<file path="src/rtl/alu_pkg.sv">
// alu_pkg: opcodes, arbiter FSM states and carry-op helper shared by the ALU arbiter.
// Contents: OP_AND..OP_SLL (0..10), OP_MAX, arb_state_t {IDLE, EXEC, RESP}, op_has_carry().
package alu_pkg;

    localparam int OP_AND = 0;
    localparam int OP_OR  = 1;
    localparam int OP_XOR = 2;
    localparam int OP_NOR = 3;
    localparam int OP_ADD = 4;
    localparam int OP_SUB = 5;
    localparam int OP_SLT = 6;
    localparam int OP_BEQ = 7;
    localparam int OP_SRL = 8;
    localparam int OP_SRA = 9;
    localparam int OP_SLL = 10;
    localparam int OP_MAX = 10;

    typedef enum logic [1:0] {IDLE, EXEC, RESP} arb_state_t;

    // Only adds, subtracts and shifts have a meaningful carry/shift-out.
    function automatic logic op_has_carry(input int op);
        return op inside {OP_ADD, OP_SUB, OP_SRL, OP_SRA, OP_SLL};
    endfunction

endpackage

</file>
<file path="src/rtl/alu_arb_pick.sv">
// alu_arb_pick: combinational one-hot requester picker.
// Ports: valid (requests), last (previous winner, only with ALU_ARB_RR_EN), en (grant allowed),
//        grant (one-hot, subset of valid, zero when en is low).
// Macro ALU_ARB_RR_EN: round-robin starting after last; otherwise a fixed lowest-index priority encoder.
module alu_arb_pick #(
    parameter int NUM_REQ = 3
) (
    input  logic [NUM_REQ-1:0]         valid,
`ifdef ALU_ARB_RR_EN
    input  logic [$clog2(NUM_REQ)-1:0] last,
`endif
    input  logic                       en,
    output logic [NUM_REQ-1:0]         grant
);

`ifdef ALU_ARB_RR_EN
    // Walk the offsets last+1 .. last+NUM_REQ; the first valid requester found wins.
    always_comb begin
        grant = '0;
        for (int k = 1; k <= NUM_REQ; k++)
            for (int i = 0; i < NUM_REQ; i++)
                if (en && grant == '0 && valid[i] && i == (int'(last) + k) % NUM_REQ)
                    grant[i] = 1'b1;
    end
`else
    // Scan from the top so the lowest valid index is the one left standing.
    always_comb begin
        grant = '0;
        for (int i = NUM_REQ - 1; i >= 0; i--)
            if (en && valid[i]) begin
                grant    = '0;
                grant[i] = 1'b1;
            end
    end
`endif

endmodule

</file>
<file path="src/rtl/alu_arbiter.sv">
// alu_arbiter: shares one combinational ALU among NUM_REQ requesters with a registered grant,
// a one-cycle ALU execute slot and a held, sanitised, requester-tagged response.
// Ports: clk, rst_n (async active-low); req_valid/req_ready/req_ra/req_rb/req_op (requesters);
//        alu_ra/alu_rb/alu_op -> ALU, alu_res/alu_car/alu_zero/alu_branch <- ALU;
//        rsp_valid/rsp_ready/rsp_id/rsp_res/rsp_car/rsp_zero/rsp_branch/rsp_err (response).
// Macro ALU_ARB_RR_EN: round-robin arbitration; undefined gives fixed lowest-index priority.
module alu_arbiter
    import alu_pkg::*;
#(
    parameter int REG_WIDTH = 8,
    parameter int OP_WIDTH  = 4,
    parameter int NUM_REQ   = 3,
    parameter int ID_WIDTH  = $clog2(NUM_REQ)
) (
    input  logic                              clk,
    input  logic                              rst_n,
    input  logic [NUM_REQ-1:0]                req_valid,
    output logic [NUM_REQ-1:0]                req_ready,
    input  logic [NUM_REQ-1:0][REG_WIDTH-1:0] req_ra,
    input  logic [NUM_REQ-1:0][REG_WIDTH-1:0] req_rb,
    input  logic [NUM_REQ-1:0][OP_WIDTH-1:0]  req_op,
    output logic [REG_WIDTH-1:0]              alu_ra,
    output logic [REG_WIDTH-1:0]              alu_rb,
    output logic [OP_WIDTH-1:0]               alu_op,
    input  logic [REG_WIDTH-1:0]              alu_res,
    input  logic [REG_WIDTH-1:0]              alu_car,
    input  logic                              alu_zero,
    input  logic                              alu_branch,
    output logic                              rsp_valid,
    input  logic                              rsp_ready,
    output logic [ID_WIDTH-1:0]               rsp_id,
    output logic [REG_WIDTH-1:0]              rsp_res,
    output logic [REG_WIDTH-1:0]              rsp_car,
    output logic                              rsp_zero,
    output logic                              rsp_branch,
    output logic                              rsp_err
);

    arb_state_t           state, state_nxt;
    logic [NUM_REQ-1:0]   grant;
    logic                 pick_en, xfer;
    logic [ID_WIDTH-1:0]  gnt_id, cur_id;
    logic [REG_WIDTH-1:0] sel_ra, sel_rb, san_res, san_car;
    logic [OP_WIDTH-1:0]  sel_op;
    logic                 san_zero, san_branch, san_err;
    logic                 unused_alu_zero;

    // The zero flag is recomputed from the sanitised result, so the ALU's own flag is not needed.
    assign unused_alu_zero = alu_zero;

    // Grants are allowed when idle, or while the held response is drained this same cycle.
    assign pick_en = rst_n && (state == IDLE || (state == RESP && rsp_ready));

`ifdef ALU_ARB_RR_EN
    logic [ID_WIDTH-1:0] last;

    always_ff @(posedge clk or negedge rst_n)
        if (!rst_n)
            last <= ID_WIDTH'(NUM_REQ - 1);
        else if (xfer)
            last <= gnt_id;
`endif

    alu_arb_pick #(.NUM_REQ(NUM_REQ)) u_pick (
        .valid(req_valid),
`ifdef ALU_ARB_RR_EN
        .last (last),
`endif
        .en   (pick_en),
        .grant(grant)
    );

    assign req_ready = grant;
    assign xfer      = |grant;

    always_comb begin
        gnt_id = '0;
        sel_ra = '0;
        sel_rb = '0;
        sel_op = '0;
        for (int i = 0; i < NUM_REQ; i++)
            if (grant[i]) begin
                gnt_id = ID_WIDTH'(i);
                sel_ra = req_ra[i];
                sel_rb = req_rb[i];
                sel_op = req_op[i];
            end
    end

    always_ff @(posedge clk or negedge rst_n)
        if (!rst_n)
            state <= IDLE;
        else
            state <= state_nxt;

    // IDLE and a draining RESP both leave on a grant; an undrained RESP holds.
    always_comb
        state_nxt = (state == EXEC) ? RESP :
                    (state == IDLE || rsp_ready) ? (xfer ? EXEC : IDLE) : RESP;

    always_comb
        rsp_valid = (state == RESP);

    // ALU inputs only move on a grant, so they stay frozen outside the execute slot.
    always_ff @(posedge clk or negedge rst_n)
        if (!rst_n) begin
            alu_ra <= '0;
            alu_rb <= '0;
            alu_op <= '0;
            cur_id <= '0;
        end else if (xfer) begin
            alu_ra <= sel_ra;
            alu_rb <= sel_rb;
            alu_op <= sel_op;
            cur_id <= gnt_id;
        end

    always_comb begin
        san_err    = int'(alu_op) > OP_MAX;
        san_res    = (san_err || int'(alu_op) == OP_BEQ) ? '0 : alu_res;
        san_car    = op_has_carry(int'(alu_op)) ? alu_car : '0;
        san_branch = int'(alu_op) == OP_BEQ && alu_branch;
        san_zero   = san_res == '0;
    end

    always_ff @(posedge clk or negedge rst_n)
        if (!rst_n) begin
            rsp_id     <= '0;
            rsp_res    <= '0;
            rsp_car    <= '0;
            rsp_zero   <= 1'b0;
            rsp_branch <= 1'b0;
            rsp_err    <= 1'b0;
        end else if (state == EXEC) begin
            rsp_id     <= cur_id;
            rsp_res    <= san_res;
            rsp_car    <= san_car;
            rsp_zero   <= san_zero;
            rsp_branch <= san_branch;
            rsp_err    <= san_err;
        end

endmodule

</file>
<file path="config.mk">
export PLATFORM = sky130hd
export DESIGN_NAME = alu_arbiter
export DESIGN_NICKNAME = d
export VERILOG_FILES = /design/src/rtl/alu_pkg.sv /design/src/rtl/alu_arb_pick.sv /design/src/rtl/alu_arbiter.sv
export SDC_FILE = /design/constraint.sdc
export NUM_CORES = 1
export LEC_CHECK = 0
export CORE_MARGIN = 5
export CORE_UTILIZATION = 37
export DETAILED_ROUTE_END_ITERATION = 7
export PLACE_DENSITY = 0.77
export SETUP_SLACK_MARGIN = 0.4
export SYNTH_ARGS = -nofsm -noshare
export SYNTH_HDL_FRONTEND = slang
export SYNTH_SLANG_ARGS = --single-unit
export TNS_END_PERCENT = 100
</file>
<file path="constraint.sdc">
create_clock -name clk -period 1.6 [get_ports clk]
set_input_delay 0.4 -clock clk [delete_from_list [all_inputs] [get_ports clk]]
set_output_delay 0.4 -clock clk [all_outputs]
set_load 0.02 [all_outputs]
</file>
==> results of run 1 <==
## worst max path at each step
| stage | start | to | slack [ns] | cells past startpoint |
|---|---|---|---|---|
| 4_1_cts | state[0] | req_ready[2] | -0.13 | 4 |
| 3_3_place_gp | req_valid[1] | req_ready[1] | -0.86 | 4 |
| 6_report | state[0] | req_ready[1] | -0.13 | 4 |
| 5_1_grt | state[1] | req_ready[2] | -0.20 | 4 |
| 2_1_floorplan | state[0] | req_ready[1] | 0.08 | 5 |
| 3_5_place_dp | req_valid[1] | req_ready[1] | -0.87 | 4 |
## cell type report
type                       instances  area (sq um)
timing repair buffer             205          2163
inverter                          20         75.07
tap                               99         123.9
fill                             494          2016
sequential                        45          1130
clock inverter                     2         35.03
multi-input combinational        177          1521
clock buffer                       6         72.57
## worst max-delay path, stage by stage, from the launching register on
cell and delay [ns]:
dfrtp_1 0.42, nor2b_4 0.19, nand2_4 0.09, nor3b_4 0.18, buf_6 0.14
## state kept, by name, summed over array words and instances (netlist names)
register and count:
rsp_id 2, rsp_res 8, state 2, rsp_err 1
alu_ra 8, rsp_car 8, rsp_branch 1, alu_op 4
cur_id 2, alu_rb 8, rsp_zero 1
## timing repair
action / in CTS / in global routing
buffers inserted: 19 / 30
gates cloned: 6 / 3
hold endpoints to repair: 0 / 0
pin swaps: 12 / 7
endpoints found under the setup margin: 88 / 89
resized for setup: 341 / 11
## metrics by stage
stage / setup TNS (ns) / std cells / setup WS (ns) / cell area, sq um / hold slack (ns)
after floorplan: 0 / 270 / 0.07975 / 2751 / 0.1044
after global placement: -12.38 / 488 / -0.8613 / 4094 / 0.4630
after detailed placement: -13.00 / 488 / -0.8719 / 4094 / 0.4710
after CTS: -0.2967 / 521 / -0.1263 / 4780 / 0.2177
after global routing: -2.785 / 554 / -0.2003 / 5121 / 0.2364
final: -1.373 / 554 / -0.1304 / 5121 / 0.1880
## kinds of logic after synthesis
kind of cell	synth area share [%]
AO/OA/AOI/OAI	30.52
XOR/XNOR	0.3282
buffers and inverters	9.563
AND/OR/NAND/NOR	17.39
flip-flops	42.19
## routing by layer
metal / part of all wire [%] / track usage [%] / up-vias
li1: - / - / 1384
met1: 40 / 26.20 / 1456
met2: 51 / 38.29 / 133
met3: 7.2 / 6.215 / 20
met4: 2.1 / 11.18 / 0
met5: 0 / 0 / -
## placed cells by master (no fill, tap or decap), types with 5 or more instances in the layout
master / netlist / final
clkbuf_8: 0 / 5
nand2_2: 0 / 7
nand3_1: 20 / 20
dfrtp_1: 45 / 42
inv_1: 20 / 20
o32ai_2: 10 / 18
buf_6: 1 / 55
nand2_1: 27 / 19
buf_4: 10 / 52
nand2b_1: 17 / 16
a211oi_2: 10 / 10
clkdlybuf4s50_1: 0 / 77
buf_12: 0 / 7
o21ai_1: 0 / 6
a211oi_1: 9 / 9
a32oi_1: 20 / 20
a22o_1: 8 / 8
## cells in the mapped netlist (9+ instances only)
| library cell | count | area [sq um] |
|---|---|---|
| buf_4 | 10 | 75.07 |
| inv_1 | 20 | 75.07 |
| nand2_1 | 27 | 101.4 |
| o32ai_2 | 10 | 162.7 |
| a32oi_1 | 20 | 175.2 |
| nand2b_1 | 17 | 106.4 |
| nand3_1 | 20 | 100.1 |
| a211oi_2 | 10 | 125.1 |
| a211oi_1 | 9 | 67.56 |
| buf_2 | 9 | 45.04 |
| o32ai_1 | 9 | 78.83 |
| dfrtp_1 | 45 | 1126 |
## where the power goes
group / switching (mW) / internal [mW] / leakage [nW] / total, mW
logic: 1.50 / 1.87 / 1.57 / 3.37
clock network: 0.426 / 0.465 / 0.0552 / 0.890
registers: 0.283 / 1.49 / 0.575 / 1.77
total: 2.21 / 3.82 / 2.20 / 6.03
==> run_results.csv, run 1 <==
group,metric,value,unit
status,status,"complete, but fails checks",
status,failed_checks,"negative setup slack",
placement,numPortBuffers,127,
sta,worst_slack,-0.1304,ns
power,ir_drop,0.4917,mV
cts,clock-root-buffer,"clkbuf_8",
cts,clock_sinks,45,
critical_path,worstPathArrival,1.33,ns
min_path,min_path_type,"in2async",
sta,hold_viol_final,0,
sta,fin_skew,0.004685,ns
placement,place.gp.congestion,0.7940,
drt,drt_iter0_markers,157,
sta,period_minus_slack,1.730,ns
critical_path,path_max_fanout,4,
critical_path,rrSetupSlack,-0.07,ns
drt,wl_per_cell,19.86,um
die,coreArea,7137,sq um
cts,cts_tree,"built",
drt,via_per_inst,5.403,
critical_path,reg2regPathDepth,8,
synthesis,async_flop_share,100.0,%
synthesis,syn-num-nets,354,
cts,cts_max_path_buffers,2,
final_layout,areaGrowthSynthToFinish,91.89,%
sta,finalSetupViolations,24,
critical_path,endpoint_kind,"output port",
drt,drt_pre_antenna_iters,4,
sta,clock.fmax,0.5779,GHz
die,rows,31,
placement,dp_hpwl,6162,um
die,start_util,37.39,%
cts,htree_levels,2,
critical_path,crit_type,"reg2out",
die,fp.dieW,94.93,um
sta,slew_viol_final,0,
synthesis,syn-cell-area,2669,sq um
synthesis,synth_seq_area_share,42.19,%
global_routing,track_usage,22.62,%
sta,slew-limit-headroom,59.73,%
critical_path,crit-reg2reg-launch,"state[0]",
power,total_power,6.035,mW
final_layout,layout-drive-gt1-share,42.64,%
die,die_h,94.93,um
drt,ant_nets,0,
cts,cts.reportedPaths.clkPinSlew,0.09,ns
drt,drc,0,
global_routing,grt_first_pass_wirelength,15610,um
global_routing,grt_max_degree,46,
sta,rsz0062_at_grt,"yes",
global_routing,overflow,0,
synthesis,synth-seq-cells,45,
final_layout,nets,538,
critical_path,r2r-end,"alu_rb[6]",
die,ios,129,
final_layout,final_util,71.76,%
synthesis,synth_flop_cell,"dfrtp_1",
synthesis,synth_cells,270,
drt,vias,2993,
drt,finalWirelength,11000,um
sta,tightest_slew,0.6040,ns
flow_run,maxCapViolations,0,
synthesis,yosys_warnings,0,
sta,fin_crit_sh,108.1,%
global_routing,grt_pass1_vias,3083,
cts,cts_made_buffers,5,
die,die-area,9012,sq um
synthesis,synth_edf_count,0,
cts,postCtsHoldBufs,0,
cts,insertion_delay,0.30,ns
power,power_density,1178,nW/um^2
global_routing,antenna_found_initial,0,
synthesis,synth_cell_types,41,
final_layout,diodes,0,
critical_path,critPathLaunchType,"register",
critical_path,required,1.20,ns
power,p_leak,2.202,nW
synthesis,synth.avg_cell_area,9.884,sq um
Power figures use the tool's default switching activity.
==> inputs of run 2 (changes only) <==
- CORE_UTILIZATION: 37 -> 33
- SYNTH_HIERARCHICAL: unset -> 1
==> run 2 against run 1 <==
Against the previous run: the flow still finishes with violations (negative setup slack); global-route usage is 3.4 points lower; clock skew is 0.0024 ns higher; power is 21% higher; area after synthesis is 25% lower; largest cell class unchanged; largest power group unchanged.
==> run_results.csv, run 2 <==
group,metric,value,unit
status,status,"complete, but fails checks",
status,failed_checks,"negative setup slack",
drt,via_per_inst,5.206,
cts,clock_sinks,45,
synthesis,synth_most_common_cell,"dfrtp_1",
critical_path,required,1.20,ns
flow_run,maxCapViolations,0,
synthesis,netlist_top_cells_area,"dfrtp_1, o22ai_1, a21oi_1, nand2_1, a22o_1",
power,combPwrFrac,58.3,%
synthesis,synth_largest_area_cell,"dfrtp_1",
synthesis,synth_edf_count,0,
sta,slew-limit-headroom,62.03,%
sta,clock.fmax,0.5515,GHz
sta,fin_crit_sh,113.3,%
sta,finalSetupViolations,24,
final_layout,fillers,414,
drt,ant_nets,0,
min_path,min_path_type,"in2async",
sta,setup_tns,-3.797,ns
drt,drc,0,
drt,finalWirelength,8054,um
critical_path,cp_slowest_cell,"dfrtp_1",
placement,dpl_cell_area,3475,sq um
sta,hold_viol_final,0,
placement,place.gp.congestion,0.6905,
synthesis,synth_cells,193,
synthesis,async_flop_share,100.0,%
final_layout,layout-drive-gt1-share,45.82,%
global_routing,grt_first_pass_wirelength,11560,um
cts,cts.reportedPaths.clkPinSlew,0.09,ns
drt,drt_pre_antenna_iters,4,
power,p_leak,1.871,nW
global_routing,overflow,0,
die,fp.dieW,88.06,um
synthesis,synth_cell_types,28,
placement,numPortBuffers,127,
critical_path,crit_path_cell_trace,"nor2b_4 -> nor3b_4 -> and4bb_2 -> buf_6",
synthesis,ys_top_cells_by_count,"dfrtp_1, o22ai_1, nand2_1, a21oi_1, o21ai_0",
final_layout,areaGrowthSynthToFinish,118.1,%
cts,htree_levels,2,
cts,clock-root-buffer,"clkbuf_8",
sta,worst_hold_slack,0.2195,ns
final_layout,final_common_cell,"clkdlybuf4s50_1",
critical_path,slowest_delay,0.38,ns
drt,vias,2322,
critical_path,path_max_fanout,3,
drt,met1Wirelength,3010,um
global_routing,grt_max_degree,46,
synthesis,synth_top_cell_area_share,56.00,%
synthesis,synth.avg_cell_area,10.42,sq um
drt,wl_per_cell,18.06,um
critical_path,worstPathArrival,1.41,ns
final_layout,diodes,0,
sta,tightest_slew,0.5695,ns
sta,worst_slack,-0.2131,ns
power,ir_drop,0.9153,mV
drt,dr_wl_met3,715,um
power,power_density,1665,nW/um^2
drt,topRoutingLayerUsed,"met4",
drt,drt_iter0_markers,53,
power,clock_power_share,14.2,%
critical_path,critPathLaunchType,"register",
synthesis,synth_flop_cell,"dfrtp_1",
die,start_util,33.96,%
sta,fin_skew,0.007045,ns
sta,rsz0062_at_grt,"yes",
global_routing,track_usage,19.18,%
global_routing,grt_pass1_vias,2397,
die,die_h,88.06,um
critical_path,crit_type,"reg2out",
power,p_int,4.614,mW
sta,period_minus_slack,1.813,ns
cts,cts_made_buffers,5,
cts,postCtsHoldBufs,0,
final_layout,stdcell_area,4385,sq um
critical_path,endpoint_kind,"output port",
die,coreArea,5921,sq um
synthesis,synth-seq-cells,45,
synthesis,yosys_warnings,6,
synthesis,synth_seq_area_share,56.00,%
cts,insertion_delay,0.30,ns
die,die-area,7754,sq um
power,p_sw,2.690,mW
die,ios,129,
cts,cts_tree,"built",
power,seqPwrFrac,27.5,%
final_layout,nets,454,
cts,cts_max_path_buffers,2,
placement,dp_hpwl,4967,um
final_layout,layout_common_cells,"clkdlybuf4s50_1, buf_6, dfrtp_1",
die,rows,28,
power,swShare,36.83,%
drt,dr_wl_met2,4202,um
sta,slew_viol_final,0,
synthesis,syn-num-nets,277,
global_routing,antenna_found_initial,0,
synthesis,syn-cell-area,2011,sq um
[run 2: changes by cell type in the layout (fill, tap and decap cells not counted), moves of 15 or more]
cell      previous run  this run
buf_4               52        33
o32ai_2             18         0
inv_1               20         0
a32oi_1             20         0
o22ai_2              0        20
nand3_1             20         1
nand2b_1            16         1
o22ai_1              0        17
[run 2: path summary, 6_finish.rpt]
kind | slack, ns | start | depth (start not counted) | end
worst max-delay path | -0.21 | state[1] | 4 | req_ready[2]
worst min-delay path | 0.22 | rst_n | 2 | rsp_car[1]
worst max register to register | -0.21 | state[1] | 8 | alu_ra[4]
worst min register to register | 0.50 | cur_id[0] | 2 | rsp_id[0]
max in group asynchronous | 0.96 | rst_n | 2 | alu_op[0]
min in group clk | 0.50 | cur_id[0] | 2 | rsp_id[0]
[run 2: power by group through the flow]
stage          clock network [mW]  registers, mW  logic [mW]
2_1_floorplan                   0           2.48       0.919
3_3_place_gp                    0           1.92        2.94
3_5_place_dp                    0           1.94        3.00
4_1_cts                      1.06           1.99        3.84
5_1_grt                      1.10           2.06        4.51
6_report                     1.04           2.01        4.26
[run 2: final cells by class]
type / instances / area, sq um / share of cell area [%]
clock buffer: 5 / 68.82 / 1.569
clock inverter: 3 / 68.82 / 1.569
inverter: 3 / 18.77 / 0.4280
multi-input combinational: 136 / 1105 / 25.19
sequential: 45 / 1129 / 25.73
tap: 75 / 93.84 / 2.140
timing repair buffer: 179 / 1902 / 43.37
[run 2: logic make-up after synthesis]
group / count (synthesis) / share of synthesized area [%]
buffers and inverters: 16 / 4.729
DFF: 45 / 56.00
AOI/OAI and AO/OA: 86 / 27.32
and+or+nand+nor: 46 / 11.95
[run 2: timing repair]
item,4_1_cts,5_1_grt
setup endpoints to repair,89,90
hold endpoints to repair,0,0
gates resized for setup,322,31
setup buffers,19,13
cloned,7,3
pin swaps,19,18
[run 2: layer usage]
| layer | vias to the layer above | global-route usage [%] |
|---|---|---|
| met5 | - | 0 |
| met4 | 0 | 4.396 |
| met3 | 13 | 6.303 |
| met2 | 100 | 34.79 |
| met1 | 1123 | 21.90 |
| li1 | 1086 | - |
[run 2: critical path: cells and delay by family, from the launching register on]
kind          cells  cell delay, ns
flops             1            0.38
simple gates      3            0.61
buf+inv           1            0.12
[run 2: per-stage QoR]
| step | setup WS [ns] | std cells | utilization [%] | total power [mW] |
|---|---|---|---|---|
| global route | -0.2851 | 446 | 74.07 | 7.677 |
| floorplan | -0.05696 | 193 | - | 3.397 |
| CTS | -0.2382 | 430 | 68.89 | 6.894 |
| detailed placement | -0.8588 | 396 | 58.69 | 4.935 |
| global placement | -0.8296 | 396 | 58.69 | 4.854 |
| finish | -0.2131 | 446 | 74.07 | 7.303 |
==> inputs of run 3 (changes only) <==
- CORE_ASPECT_RATIO: unset -> 0.9
==> run 3 against run 2 <==
Against the previous run: the flow still finishes with violations (negative setup slack); global-route usage down 0.47 points; power up 0.22%; die area about the same; clock skew down 0.00095 ns; via count up 1.9%; fmax down 0.67%; combinational power up 4%; wire length down 2.1%; clock power down 17%; register-to-register slack about the same; first-iteration DRC count unchanged; sequential power about the same; largest cell class unchanged; highest routed layer unchanged.
==> run_results.csv, run 3 (synthesized netlist as in run 2, its figures left out) <==
group,metric,value,unit
sta,clock.fmax,0.5478,GHz
drt,drt_pre_antenna_iters,4,
global_routing,antenna_found_initial,0,
die,coreArea,6013,sq um
cts,clock-root-buffer,"clkbuf_8",
placement,place.gp.congestion,0.7072,
sta,fin_skew,0.006097,ns
cts,htree_levels,2,
drt,drc,0,
cts,clock_sinks,45,
cts,cts.reportedPaths.clkPinSlew,0.09,ns
placement,dpl_cell_area,3468,sq um
cts,cts_made_buffers,5,
min_path,min_path_type,"in2async",
sta,slew-limit-headroom,62.24,%
sta,hold_viol_final,0,
final_layout,stdcell_area,4469,sq um
final_layout,areaGrowthSynthToFinish,122.3,%
sta,slew_viol_final,0,
drt,wl_per_cell,17.25,um
power,power_density,1638,nW/um^2
final_layout,nets,468,
placement,dp_hpwl,4894,um
placement,numPortBuffers,127,
status,status,"complete, but fails checks",
critical_path,endpoint_kind,"register",
die,fp.dieW,92.28,um
drt,ant_nets,0,
critical_path,required,1.78,ns
final_layout,layout-drive-gt1-share,49.09,%
critical_path,crit_type,"reg2reg",
die,start_util,33.44,%
cts,cts_max_path_buffers,2,
sta,rsz0062_at_grt,"yes",
global_routing,overflow,0,
die,ios,129,
die,die-area,7756,sq um
sta,fin_crit_sh,114.1,%
die,rows,27,
drt,drt_iter0_markers,53,
cts,postCtsHoldBufs,0,
final_layout,diodes,0,
cts,cts_tree,"built",
die,die_h,84.05,um
global_routing,grt_pass1_vias,2412,
critical_path,reg2regPathDepth,8,
flow_run,maxCapViolations,0,
status,failed_checks,"negative setup slack",
final_layout,final_common_cell,"clkdlybuf4s50_1",
global_routing,grt_max_degree,46,
placement,dp_cells,396,
drt,finalWirelength,7885,um
sta,finalSetupViolations,24,
power,ir_drop,0.7907,mV
cts,insertion_delay,0.29,ns
global_routing,track_usage,18.71,%
drt,via_per_inst,5.175,
critical_path,critPathLaunchType,"register",
drt,vias,2365,
critical_path,worstPathArrival,2.01,ns
final_layout,layout_common_cells,"clkdlybuf4s50_1, buf_6, dfrtp_1",
critical_path,path_max_fanout,6,
sta,period_minus_slack,1.825,ns
global_routing,grt_first_pass_wirelength,11710,um
power,p_leak,1.934,nW
final_layout,instances_no_fill,457,
sta,worst_slack,-0.2254,ns
sta,tightest_slew,0.5664,ns
[run 3: power breakdown]
part / internal, mW / switching (mW) / leakage (nW) / total, mW
combinational: 2.48 / 1.96 / 1.33 / 4.45
sequential: 1.62 / 0.387 / 0.545 / 2.01
clock: 0.468 / 0.400 / 0.0543 / 0.867
total: 4.57 / 2.75 / 1.93 / 7.32
[run 3: cell type report]
class | count | area [sq um]
Inverter | 3 | 16.27
Multi-Input combinational cell | 138 | 1162
Sequential cell | 45 | 1129
Clock buffer | 5 | 68.82
Tap cell | 72 | 90.09
Timing Repair Buffer | 191 | 1957
Clock inverter | 3 | 46.29
Fill cell | 438 | 1544
[run 3: critical path, stage by stage, from the launching register on]
cell	delay (ns)
dfrtp_1	0.35
nor2b_4	0.17
nor3b_4	0.06
and4bb_2	0.24
buf_4	0.13
buf_6	0.12
or3_4	0.44
o22ai_2	0.13
a21oi_1	0.06
[run 3: layer usage]
metal / vias up / wire [um] / part of all wire, % / global-route usage [%]
met5: - / 0 / 0 / 0
met4: 0 / 117 / 1.5 / 4.318
met3: 10 / 555 / 7.0 / 6.222
met2: 90 / 4117 / 52 / 32.36
met1: 1145 / 3095 / 39 / 22.48
li1: 1120 / - / - / -
[run 3: final timing paths]
kind,start,end,slack [ns]
setup reg to reg,state[1],alu_ra[7],-0.23
min in group clk,rsp_branch,rsp_branch,0.51
max in group asynchronous,rst_n,alu_op[0],0.97
setup / recovery,state[1],alu_ra[7],-0.23
hold reg to reg,rsp_branch,rsp_branch,0.51
hold / removal,rst_n,rsp_car[7],0.21
[run 3: stage by stage]
stage | TNS [ns] | worst slack [ns] | total power, mW | utilization (%) | hold WS, ns
floorplan | -1.020 | -0.05696 | 3.397 | - | 0.1044
global placement | -16.44 | -0.8376 | 4.848 | 57.68 | 0.4587
detailed placement | -17.08 | -0.8663 | 4.914 | 57.68 | 0.4654
CTS | -4.146 | -0.2324 | 6.562 | 66.63 | 0.2355
global route | -6.291 | -0.3027 | 7.746 | 74.32 | 0.2712
finish | -4.393 | -0.2254 | 7.319 | 74.32 | 0.2121
[run 3: repair_timing]
item                       CTS  global route
hold endpoints to repair     0             0
pin swaps                   13            15
setup buffers               22            22
setup endpoints to repair   89            86
resized for setup          314            50
cloned                       4             5
